## config.mk

```make
export PLATFORM = sky130hd
export DESIGN_NAME = mio_counter
export DESIGN_NICKNAME = d
export VERILOG_FILES = /design/src/rtl/mio_counter.sv
export SDC_FILE = /design/constraint.sdc
export NUM_CORES = 1
export LEC_CHECK = 0
export BUFFER_PORTS_ARGS = -buffer_cell sky130_fd_sc_hd__buf_2
export CAP_MARGIN = 0
export CORE_MARGIN = 2
export CORE_UTILIZATION = 60
export DETAILED_ROUTE_END_ITERATION = 6
export GPL_TIMING_DRIVEN = 0
export PLACE_DENSITY = 0.84
export SYNTH_ARGS = -nofsm -noshare
export SYNTH_HDL_FRONTEND = slang
export SYNTH_SLANG_ARGS = --single-unit
export TNS_END_PERCENT = 5
```

## constraint.sdc

```tcl
create_clock -name clk -period 7 [get_ports clk]
set_clock_uncertainty 0.2 [all_clocks]
set_input_delay 1.4 -clock clk [delete_from_list [all_inputs] [get_ports clk]]
set_output_delay 1.4 -clock clk [all_outputs]
set_load 0.02 [all_outputs]
```

## src/rtl/mio_counter.sv

```systemverilog
// mio_counter: three-channel 32-bit down-counter on the MIO bus.
// Each channel can run as a one-shot, a periodic pulse or a square wave, paced by a shared prescaler.
module mio_counter #(
   parameter int DIV = 1
) (
   input  logic        clk,
   input  logic        rst,
   input  logic        counter_we,
   input  logic [1:0]  counter_sel,
   input  logic [31:0] Peripheral_in,
   output logic [31:0] counter_out,
   output logic        counter0_out,
   output logic        counter1_out,
   output logic        counter2_out
);
   typedef enum logic [1:0] {IDLE, RUN, DONE} st_t;
   st_t         st [3];
   logic [31:0] count [3];
   logic [31:0] reload [3];
   logic [8:0]  ctrl;
   logic [2:0]  out;
   logic [31:0] pre;
   logic        tick;
   assign tick = pre == 32'(DIV - 1);
   always_ff @(posedge clk or negedge rst) begin
      if (!rst) begin
         pre  <= '0;
         ctrl <= '0;
         out  <= '0;
         for (int i = 0; i < 3; i++) begin
            count[i]  <= '0;
            reload[i] <= '0;
            st[i]     <= IDLE;
         end
      end else begin
         pre <= tick ? '0 : pre + 32'd1;
         if (counter_we && counter_sel == 2'd3) ctrl <= Peripheral_in[8:0];
         for (int i = 0; i < 3; i++) begin
            // periodic output is a single-cycle pulse; anything but a terminal tick drops it
            if (ctrl[3*i +: 2] == 2'b01) out[i] <= 1'b0;
            if (counter_we && counter_sel == 2'(i)) begin
               reload[i] <= Peripheral_in;
               count[i]  <= Peripheral_in;
               out[i]    <= 1'b0;
               st[i]     <= RUN;
            end else if (st[i] == RUN && tick && ctrl[3*i+2]) begin
               if (ctrl[3*i +: 2] == 2'b00) begin
                  if (count[i] > 32'd1) count[i] <= count[i] - 32'd1;
                  else begin
                     count[i] <= '0;
                     out[i]   <= 1'b1;
                     st[i]    <= DONE;
                  end
               end else if (ctrl[3*i +: 2] != 2'b11 && reload[i] != '0) begin
                  if (count[i] > 32'd1) count[i] <= count[i] - 32'd1;
                  else begin
                     count[i] <= reload[i];
                     out[i]   <= ctrl[3*i+1] ? ~out[i] : 1'b1;
                  end
               end
            end
            if (counter_we && counter_sel == 2'd3 && Peripheral_in[3*i +: 2] != ctrl[3*i +: 2])
               out[i] <= 1'b0;
         end
      end
   end
   assign counter_out = counter_sel == 2'd0 ? count[0] :
                        counter_sel == 2'd1 ? count[1] :
                        counter_sel == 2'd2 ? count[2] : {23'b0, ctrl};
   assign counter0_out = out[0];
   assign counter1_out = out[1];
   assign counter2_out = out[2];
endmodule

```

==> results by stage, run 1 <==
Layout:
- The number of nets at the end of the flow is 1828.
- In the final layout, the share of cells above drive strength 1 is 0.107.
- The number of antenna cells inserted is 0.
- Relative to the synthesized area, the layout overhead comes to 12.3%.
- In the layout the commonest cells are 465 x sky130_fd_sc_hd__nand2_1, 242 x sky130_fd_sc_hd__dfrtp_1, 123 x sky130_fd_sc_hd__nor2_1.
- Leaving out fill and tap cells, the most frequent cell in the layout is sky130_fd_sc_hd__nand2_1.

Global routing:
- The number of antenna violations at the first check in global routing came to 0.
- The via count of the first global-routing pass is 13686.
- The wire length of the first global-routing pass is 78.7 mm.
- The pin count of the biggest net entering global routing is 108.
- For this run the aggregate overflow at the end of global routing stands at 0.
- Across every metal layer, demand over resource in global routing totals 0.423.

Synth:
- Of the synthesized area, sequential elements account for 0.435.
- In this run, synthesis produced a sequential element count of 242.
- The number of warnings issued by yosys is 0.
- When the netlist entered floorplanning its net count stood at 1726.
- A synthesized cell averages 8.28 µm².
- The netlist uses 80 different library cells.
- Counting flops with a built-in enable in the synthesized netlist gives 0.
- The dominant synthesized flop cell is sky130_fd_sc_hd__dfrtp_1.
- Counting every instance in the synthesized netlist gives 1681.
- For this run, asynchronously set or reset flops after synthesis account for 1.00.
- The synthesized area is 0.0139 mm².

Worst setup path:
- The most numerous cell type found on the critical path is sky130_fd_sc_hd__buf_2.
- The signal on the critical path passes through buf_2 > buf_2 > buf_1 > buf_1 > mux2i_1 > o21ai_0 > buf_2.
- The startpoint type of the worst setup path is a primary input.
- The classification of the worst setup path is primary input to output port.
- Data on the critical path is required at its endpoint by 5.40 ns.
- The combined buffer and inverter count along the critical path is 5.
- STA puts the critical path data arrival time at 3.96 ns.
- In this run the worst path has a maximum fanout of 10.
- The kind of cell with the highest combined delay along the critical path is buffers and inverters.
- The slowest stage of the critical path is the sky130_fd_sc_hd__buf_1 cell.
- STA classifies the critical path endpoint as an output port.
- The largest stage delay on the critical path is 0.75 ns.

Detailed routing:
- The count of vias placed by the detailed router is 14379.
- For this run, design rule violations remaining after detail routing come to 8.
- Dividing the detail-routed wire length by the instance count gives 24.3 µm.
- The iteration-0 DRC count of the detailed router is 2251.
- Wires add up to 50.7 mm.
- The detailed-router iteration count before antenna repair is 7.
- Using the TritonRoute via totals, the vias-per-cell ratio works out to 6.89.
- The number of nets still failing antenna checks after routing is 0.

CTS:
- The buffers inserted during post-CTS setup optimization is 0.
- Gates resized during post-CTS repair numbered 0.
- The later-pin clock latency in the skew report is 0.55 ns.
- CTS built an H-tree with a depth of 1.
- Buffers inserted during clock tree synthesis total 27.
- Counting every sink on the clock net gives 242.
- In this run the deepest clock path goes through 3 buffers.
- The cell at the root of the clock tree is sky130_fd_sc_hd__clkbuf_16.
- TritonCTS built the clock tree.
- The clock transition at the registers of the reported paths is 0.06 ns.
- The cts-stage hold buffer count is 0.

Outcome:
- The flow ran to the end, but the final reports show violations.
- The final reports fail on design-rule violations.

Floorplanning:
- The number of primary I/O pins is 72.
- The number of standard-cell rows in the floorplan is 55.
- The floorplan step set the die width to 156 µm.
- The area of the core is 0.0227 mm².
- The die covers 0.0244 mm².
- The vertical extent of the die is 156 µm.
- The initial utilization of the core area, before any placement, comes to 0.613.

STA:
- Headroom to the max-slew limit came out at 0.195.
- The clock period could shrink to 5.56 ns.
- Setup violations remaining at the end of the flow were counted as 0.
- Setup repair after global routing left no endpoint under its margin.
- Adding up every negative setup slack in the final design gives 0 ns.
- The final-report hold violation count is 0.
- On the final layout, the worst hold slack is 0.292 ns.
- In the post-route analysis, the smallest setup slack over all paths is 1.44 ns.
- The worst-margin pin slew is 1.20 ns.
- The final cycle utilization of the critical path is 0.794.
- The final-report max-slew violation count is 0.
- For this run, the top clock speed supported by timing is 180 MHz.

Pwr:
- In this run the static leakage power is 6.92 nW.
- Power spread over the standard cell area amounts to 325 mW/mm².
- The peak supply drop is 0.228 mV.

Run:
- The count of maximum capacitance violations is 0.

Placement:
- In this run the tool buffered the top-level ports with 71 buffer cells.
- The routability-driven placement congestion ratio is 1.02.
- The half-perimeter wire length after detailed placement is 36.7 mm.
- At the placement stage, the worst setup path has a slack of 1.50 ns.

Worst hold path:
- The worst hold path class is register to register.
[sequential cells by signal, indices dropped and copies added (netlist names)]
register,cells
count,96
reload,96
pre,32
ctrl,9
st,6
out,3
[cell families after synthesis]
logic type,synth area share
XOR/XNOR,0.0315
AND/OR/NAND/NOR,0.283
AO/OA/AOI/OAI,0.169
buffers and inverters,0.0332
flip-flops,0.435
adder cells (fa/ha/maj),0.00863
multiplexers,0.0391
[cell usage after synthesis (7+ instances only)]
library cell               instances  share of area
sky130_fd_sc_hd__nand2_1         465           0.13
sky130_fd_sc_hd__dfrtp_1         242           0.44
sky130_fd_sc_hd__nor2_1          123          0.033
sky130_fd_sc_hd__o21ai_0         100          0.036
sky130_fd_sc_hd__a21oi_1          94          0.034
sky130_fd_sc_hd__clkbuf_1         73          0.020
sky130_fd_sc_hd__nor4_1           50          0.022
sky130_fd_sc_hd__nand3_1          42          0.015
sky130_fd_sc_hd__xnor2_1          41          0.026
sky130_fd_sc_hd__nor3_1           37          0.013
sky130_fd_sc_hd__nand4_1          26          0.012
sky130_fd_sc_hd__a31oi_1          24          0.011
sky130_fd_sc_hd__mux2i_1          24          0.017
sky130_fd_sc_hd__a32oi_1          23          0.014
sky130_fd_sc_hd__a22oi_1          21          0.011
sky130_fd_sc_hd__and3_1           17         0.0076
sky130_fd_sc_hd__o21ai_1          17         0.0061
sky130_fd_sc_hd__or2_2            17         0.0076
sky130_fd_sc_hd__inv_1            16         0.0043
sky130_fd_sc_hd__o211ai_1         13         0.0070
sky130_fd_sc_hd__a221o_1          12         0.0086
sky130_fd_sc_hd__buf_2            11         0.0040
sky130_fd_sc_hd__or3_1            10         0.0045
sky130_fd_sc_hd__a211oi_1          9         0.0049
sky130_fd_sc_hd__buf_1             9         0.0024
sky130_fd_sc_hd__mux2_2            9         0.0073
sky130_fd_sc_hd__mux4_2            9          0.015
sky130_fd_sc_hd__or4_1             9         0.0049
sky130_fd_sc_hd__xor2_1            9         0.0057
sky130_fd_sc_hd__ha_1              8         0.0072
sky130_fd_sc_hd__a22o_1            7         0.0044
sky130_fd_sc_hd__and4_1            7         0.0044
sky130_fd_sc_hd__nor4b_1           7         0.0044
sky130_fd_sc_hd__o21a_1            7         0.0038
[worst paths after layout]
path	start	endpoint	slack (ns)	cells past startpoint
max	counter_sel[0]	counter_out[30]	1.44	7
min	st[2]	st[2]	0.29	1
max reg2reg	reload[45]	count[54]	3.35	8
min reg2reg	st[2]	st[2]	0.29	1
max in group asynchronous	rst	count[28]	4.77	3
min in group asynchronous	rst	count[48]	0.60	1
[per-stage QoR]
stage / instances / util / power, mW / cell area [µm²]
2_1_floorplan: 1681 / - / 2.91 / 13900
3_3_place_gp: 2037 / 0.644 / 3.46 / 14600
3_5_place_dp: 2039 / 0.647 / 3.50 / 14700
4_1_cts: 2088 / 0.688 / 4.99 / 15600
5_1_grt: 2088 / 0.688 / 5.27 / 15600
6_report: 2088 / 0.688 / 5.07 / 15600
[power by group]
| group | switching, mW | internal [mW] |
|---|---|---|
| Combinational | 0.883 | 0.494 |
| Clock | 0.597 | 0.895 |
| Sequential | 0.509 | 1.70 |
[per-layer routing]
layer,track usage,share of wire,vias to the layer above
li1,-,-,6218
met1,0.576,0.37,6758
met2,0.588,0.41,1152
met3,0.126,0.14,251
met4,0.274,0.077,0
met5,0,0,-
[layout make-up]
class,count,area (µm²)
repair buffers,73,420
multi-input cells,1326,7400
well taps,285,357
flip-flops and latches,242,6060
fillers,1844,7090
inverters,16,60.1
clock buffers,42,842
clock inverters,7,88.8
plain buffers,97,402
Power figures use the tool's default switching activity.
==> run 2: changes to the inputs <==
--- a/config.mk
+++ b/config.mk
@@ -5,6 +5,7 @@
 export SDC_FILE = /design/constraint.sdc
 export NUM_CORES = 1
 export LEC_CHECK = 0
+export ABC_AREA = 1
 export BUFFER_PORTS_ARGS = -buffer_cell sky130_fd_sc_hd__buf_2
 export CAP_MARGIN = 0
 export CORE_MARGIN = 2
==> constraint.sdc (replaced) <==
create_clock -name clk -period 5.7 [get_ports clk]
set_clock_uncertainty 0.2 [all_clocks]
set_input_delay 1.14 -clock clk [delete_from_list [all_inputs] [get_ports clk]]
set_output_delay 1.14 -clock clk [all_outputs]
set_load 0.02 [all_outputs]
==> run 2 against run 1 <==
  * The run now ends clean
  * Non-clock buffer count down 6
  * Sequential cell count unchanged
  * Via count rose by 21%
  * Cell area grew 13%
  * Power grew 59%
  * Clock power up 23%
  * Routed wire length is 15% higher
  * Critical endpoint is now counter_out[29]
  * Highest routed layer unchanged
==> results by stage, run 2 <==
Outcome:
- The flow ran to the end, and the final reports show no timing, DRC or antenna violations.

Synth:
- The count of flip-flops with a built-in enable after synthesis came to 0 (unchanged).
- The portion of synthesized cell area occupied by the leading cell type is 0.380 (-0.0555).
- The synthesized area came to 0.0159 mm² (+15%).
- The number of warnings issued by yosys is 0 (unchanged).
- The gate count after technology mapping is 2503 (+49%).
- The number of synthesized register bits is 242 (unchanged).
- The commonest cells after synthesis are 1067 x sky130_fd_sc_hd__nand2_1, 277 x sky130_fd_sc_hd__nor2_1, 242 x sky130_fd_sc_hd__dfrtp_1, 236 x sky130_fd_sc_hd__nand3_1, 212 x sky130_fd_sc_hd__inv_1.
- The fraction of registers with async set or reset after synthesis is 1.00 (unchanged).
- The number of library cell types mapped by synthesis was 35 (-56%).
- In the post-synthesis netlist, the cell with the most instances is sky130_fd_sc_hd__nand2_1.
- The dominant synthesized flop cell is sky130_fd_sc_hd__dfrtp_1.
- The number of nets in the synthesized netlist was 2548 (+48%).
- The synthesized area per cell is 6.37 µm² (-23%).
- The proportion of synthesized chip area in sequential cells is 0.380 (-0.0555).
- In the post-synthesis netlist, the biggest area contributors are sky130_fd_sc_hd__dfrtp_1 38%, sky130_fd_sc_hd__nand2_1 25%, sky130_fd_sc_hd__nand3_1 7.4%, sky130_fd_sc_hd__nor2_1 6.5%, sky130_fd_sc_hd__inv_1 5.0%.
- The synthesized design spends more area on one cell type than any other, namely sky130_fd_sc_hd__dfrtp_1.

Detailed routing:
- The detailed-router iteration count before antenna repair is 6 (-1).
- The routed wire length was 58.5 mm (+15%).
- The iteration-0 DRC count of the detailed router is 2226 (-1.1%).
- The via-per-instance ratio is 5.90 (-14%).
- The detailed-route DRC error count came to 0 (-8).
- The count of vias placed by the detailed router is 17464 (+21%).
- The routed wirelength normalized by instance count came to 19.8 µm (-19%).
- The number of nets still failing antenna checks after routing is 0 (unchanged).

Worst hold path:
- The endpoint of the worst hold-timing path is st[2].
- The startpoint identified for the worst hold timing path is st[2].
- In this run the worst hold path is classified as register to register.
- The number of stages on the worst hold path is 2 (+1).

Worst setup path:
- The critical path starts at counter_sel[0].
- The worst setup path is captured at an output port.
- The worst setup path is launched from a primary input.
- The classification of the worst setup path is primary input to output port.
- The required time at the worst-slack endpoint is 4.36 ns (-1.04 ns).
- The data arrival time of the worst path is 2.82 ns (-1.14 ns).
- The largest driver fanout on the critical path is 10 (unchanged).
- The reg2reg setup slack is 2.79 ns (-0.56 ns).
- The reg-to-reg startpoint is count[0].
- The reg-to-reg critical path endpoint is count[18].
- The logic depth of the worst register-to-register path came to 14 (+6).

Placement:
- The half-perimeter wire length after detailed placement was 44.6 mm (+22%).
- The routability-driven placement congestion ratio is 1.04 (+1.5%).
- The port buffer count was 71 (unchanged).
- The standard cell area after detailed placement was 0.0168 mm² (+14%).
- The worst setup slack after placement is 1.62 ns (+0.122 ns).

STA:
- After layout, the minimum clock period comes to 4.16 ns.
- The worst setup slack after layout is 1.54 ns (+0.105 ns).
- The worst-margin pin slew is 0.736 ns (-0.461 ns).
- The final-report hold violation count was 0 (unchanged).
- The maximum clock frequency is 241 MHz.
- The final-report max-slew violation count was 0 (unchanged).
- The relative slew slack is 0.509 (+0.315).
- Setup repair after global routing left no endpoint under its margin.
- The tightest hold margin is 0.280 ns (-0.0117 ns).
- The final cycle utilization of the critical path is 0.729.
- The number of setup violations in the final report was 0 (unchanged).

Pwr:
- The leakage power of the design is 9.42 nW (+36%).
- The ratio of total power to cell area is 457 mW/mm² (+41%).
- The peak supply drop is 0.395 mV (+73%).
- The total power draw is 8.09 mW (+59%).

Global routing:
- The wire length of the first global-routing pass was 90.5 mm (+15%).
- The total global-route track usage came to 0.415 (-0.00844).
- The total congestion overflow after global routing is 0 (unchanged).
- The via count of the first global-routing pass is 16607 (+21%).
- The pin count of the biggest net entering global routing is 112 (+3.7%).
- The number of antenna violations at the first check in global routing came to 1 (+1).

Layout:
- The area of all placed cells without fillers is 0.0177 mm² (+13%).
- The area added between synthesis and finish is 10.9%.
- The core occupancy in the finished layout is 0.679 (-0.00900).
- The number of nets at the end of the flow is 2650 (+45%).
- The most common cell after layout, fill and taps aside is sky130_fd_sc_hd__nand2_1.
- Leaving out fill and tap cells, the most frequent cells in the layout are 1067 x sky130_fd_sc_hd__nand2_1, 277 x sky130_fd_sc_hd__nor2_1, 242 x sky130_fd_sc_hd__dfrtp_1.
- The largest registers in the layout are count (96), reload (96), pre (32).
- The number of antenna cells inserted is 0 (unchanged).
- The number of fill cells in the layout is 2373 (+29%).
- The fraction of final layout cells with drive strength greater than 1 is 0.0808 (-0.0262).

CTS:
- The number of clock sinks seen by CTS is 242 (unchanged).
- The TritonCTS clock tree is built.
- The number of levels in the clock H-tree was 1 (unchanged).
- The number of gates resized after CTS was 0 (unchanged).
- The number of buffers added by the clock tree synthesis step is 27 (unchanged).
- The buffers inserted during post-CTS setup optimization was 0 (unchanged).
- The clock transition at the registers of the reported paths is 0.06 ns (about the same).
- The cts-stage hold buffer count is 0 (unchanged).
- The later-pin clock latency in the skew report is 0.56 ns (about the same).
- The maximum root-to-sink buffer count is 3 (unchanged).
- The cell at the root of the clock tree is sky130_fd_sc_hd__clkbuf_16.

Floorplanning:
- The die width is 167 µm (+6.9%).
- The overall die area is 0.0279 mm² (+14%).
- The number of standard-cell rows in the floorplan was 59 (+7.3%).
- The number of primary I/O pins came to 72 (unchanged).
- The area of the core is 0.0261 mm² (+15%).
- The vertical extent of the die is 167 µm (+6.9%).
- The starting density of the core is 0.612 (-0.000774).

Run:
- The count of maximum capacitance violations is 0 (unchanged).
==> run 2: cell count changes after synthesis, moves of 34 or more <==
cell                       before   now
sky130_fd_sc_hd__a21oi_1       94    27
sky130_fd_sc_hd__clkbuf_1      73    34
sky130_fd_sc_hd__inv_1         16   212
sky130_fd_sc_hd__nand2_1      465  1067
sky130_fd_sc_hd__nand3_1       42   236
sky130_fd_sc_hd__nor2_1       123   277
sky130_fd_sc_hd__nor4_1        50     6
sky130_fd_sc_hd__xnor2_1       41     7
sky130_fd_sc_hd__xor2_1         9    44
==> run 2: kinds of logic (layout without fill, tap and decap cells) <==
kind of cell / Yosys count / after routing / synth area share
compound gates: 197 / 197 / 0.0689
simple gates: 1691 / 1691 / 0.435
fa+ha+maj: 8 / 8 / 0.00628
buf+inv: 314 / 434 / 0.0821
xor+xnor: 51 / 51 / 0.0280
flops: 242 / 242 / 0.380
==> run 2: worst max-delay path: stages <==
cell and delay (ns):
sky130_fd_sc_hd__buf_2 0.19, sky130_fd_sc_hd__inv_2 0.09, sky130_fd_sc_hd__nand2_1 0.15, sky130_fd_sc_hd__clkbuf_1 0.30
sky130_fd_sc_hd__clkbuf_1 0.47, sky130_fd_sc_hd__o221ai_1 0.25, sky130_fd_sc_hd__buf_2 0.22
==> run 2: area by class of cell <==
| class | instances | area [µm²] | share of cell area |
|---|---|---|---|
| multi-input cells | 1947 | 8580 | 0.485 |
| flip-flops and latches | 242 | 6060 | 0.342 |
| inverters | 223 | 837 | 0.0473 |
| clock buffers | 39 | 791 | 0.0447 |
| plain buffers | 91 | 472 | 0.0267 |
| repair buffers | 73 | 420 | 0.0238 |
| well taps | 335 | 419 | 0.0237 |
| clock inverters | 8 | 115 | 0.00651 |
==> run 2: through the flow <==
| step | setup TNS, ns | cells |
|---|---|---|
| detailed placement | 0 | 2911 |
| global placement | -236.92 | 2909 |
| finish | 0 | 2958 |
| global route | 0 | 2958 |
| CTS | 0 | 2958 |
| floorplan | 0 | 2503 |
==> run 2: where the power goes <==
| group | total [mW] | switching, mW | leakage, nW | internal, mW |
|---|---|---|---|---|
| clock network | 1.83 | 0.739 | 0.451 | 1.09 |
| registers | 2.72 | 0.577 | 3.10 | 2.14 |
| logic | 3.54 | 2.45 | 5.87 | 1.09 |
==> run 2: per-layer routing <==
metal  part of all wire  track usage  vias up
li1                   -            -     8119
met1               0.38        0.560     7946
met2               0.42        0.626     1168
met3               0.13       0.0877      231
met4              0.067        0.227        0
met5                  0            0        -
==> run 2: how the worst max path moves through the flow <==
stage / endpoint / cells past startpoint
after detailed placement: counter_out[30] / 7
after floorplan: counter_out[21] / 5
after global routing: counter_out[28] / 7
after global placement: reload[80] / 1
after CTS: counter_out[29] / 7
final: counter_out[29] / 7
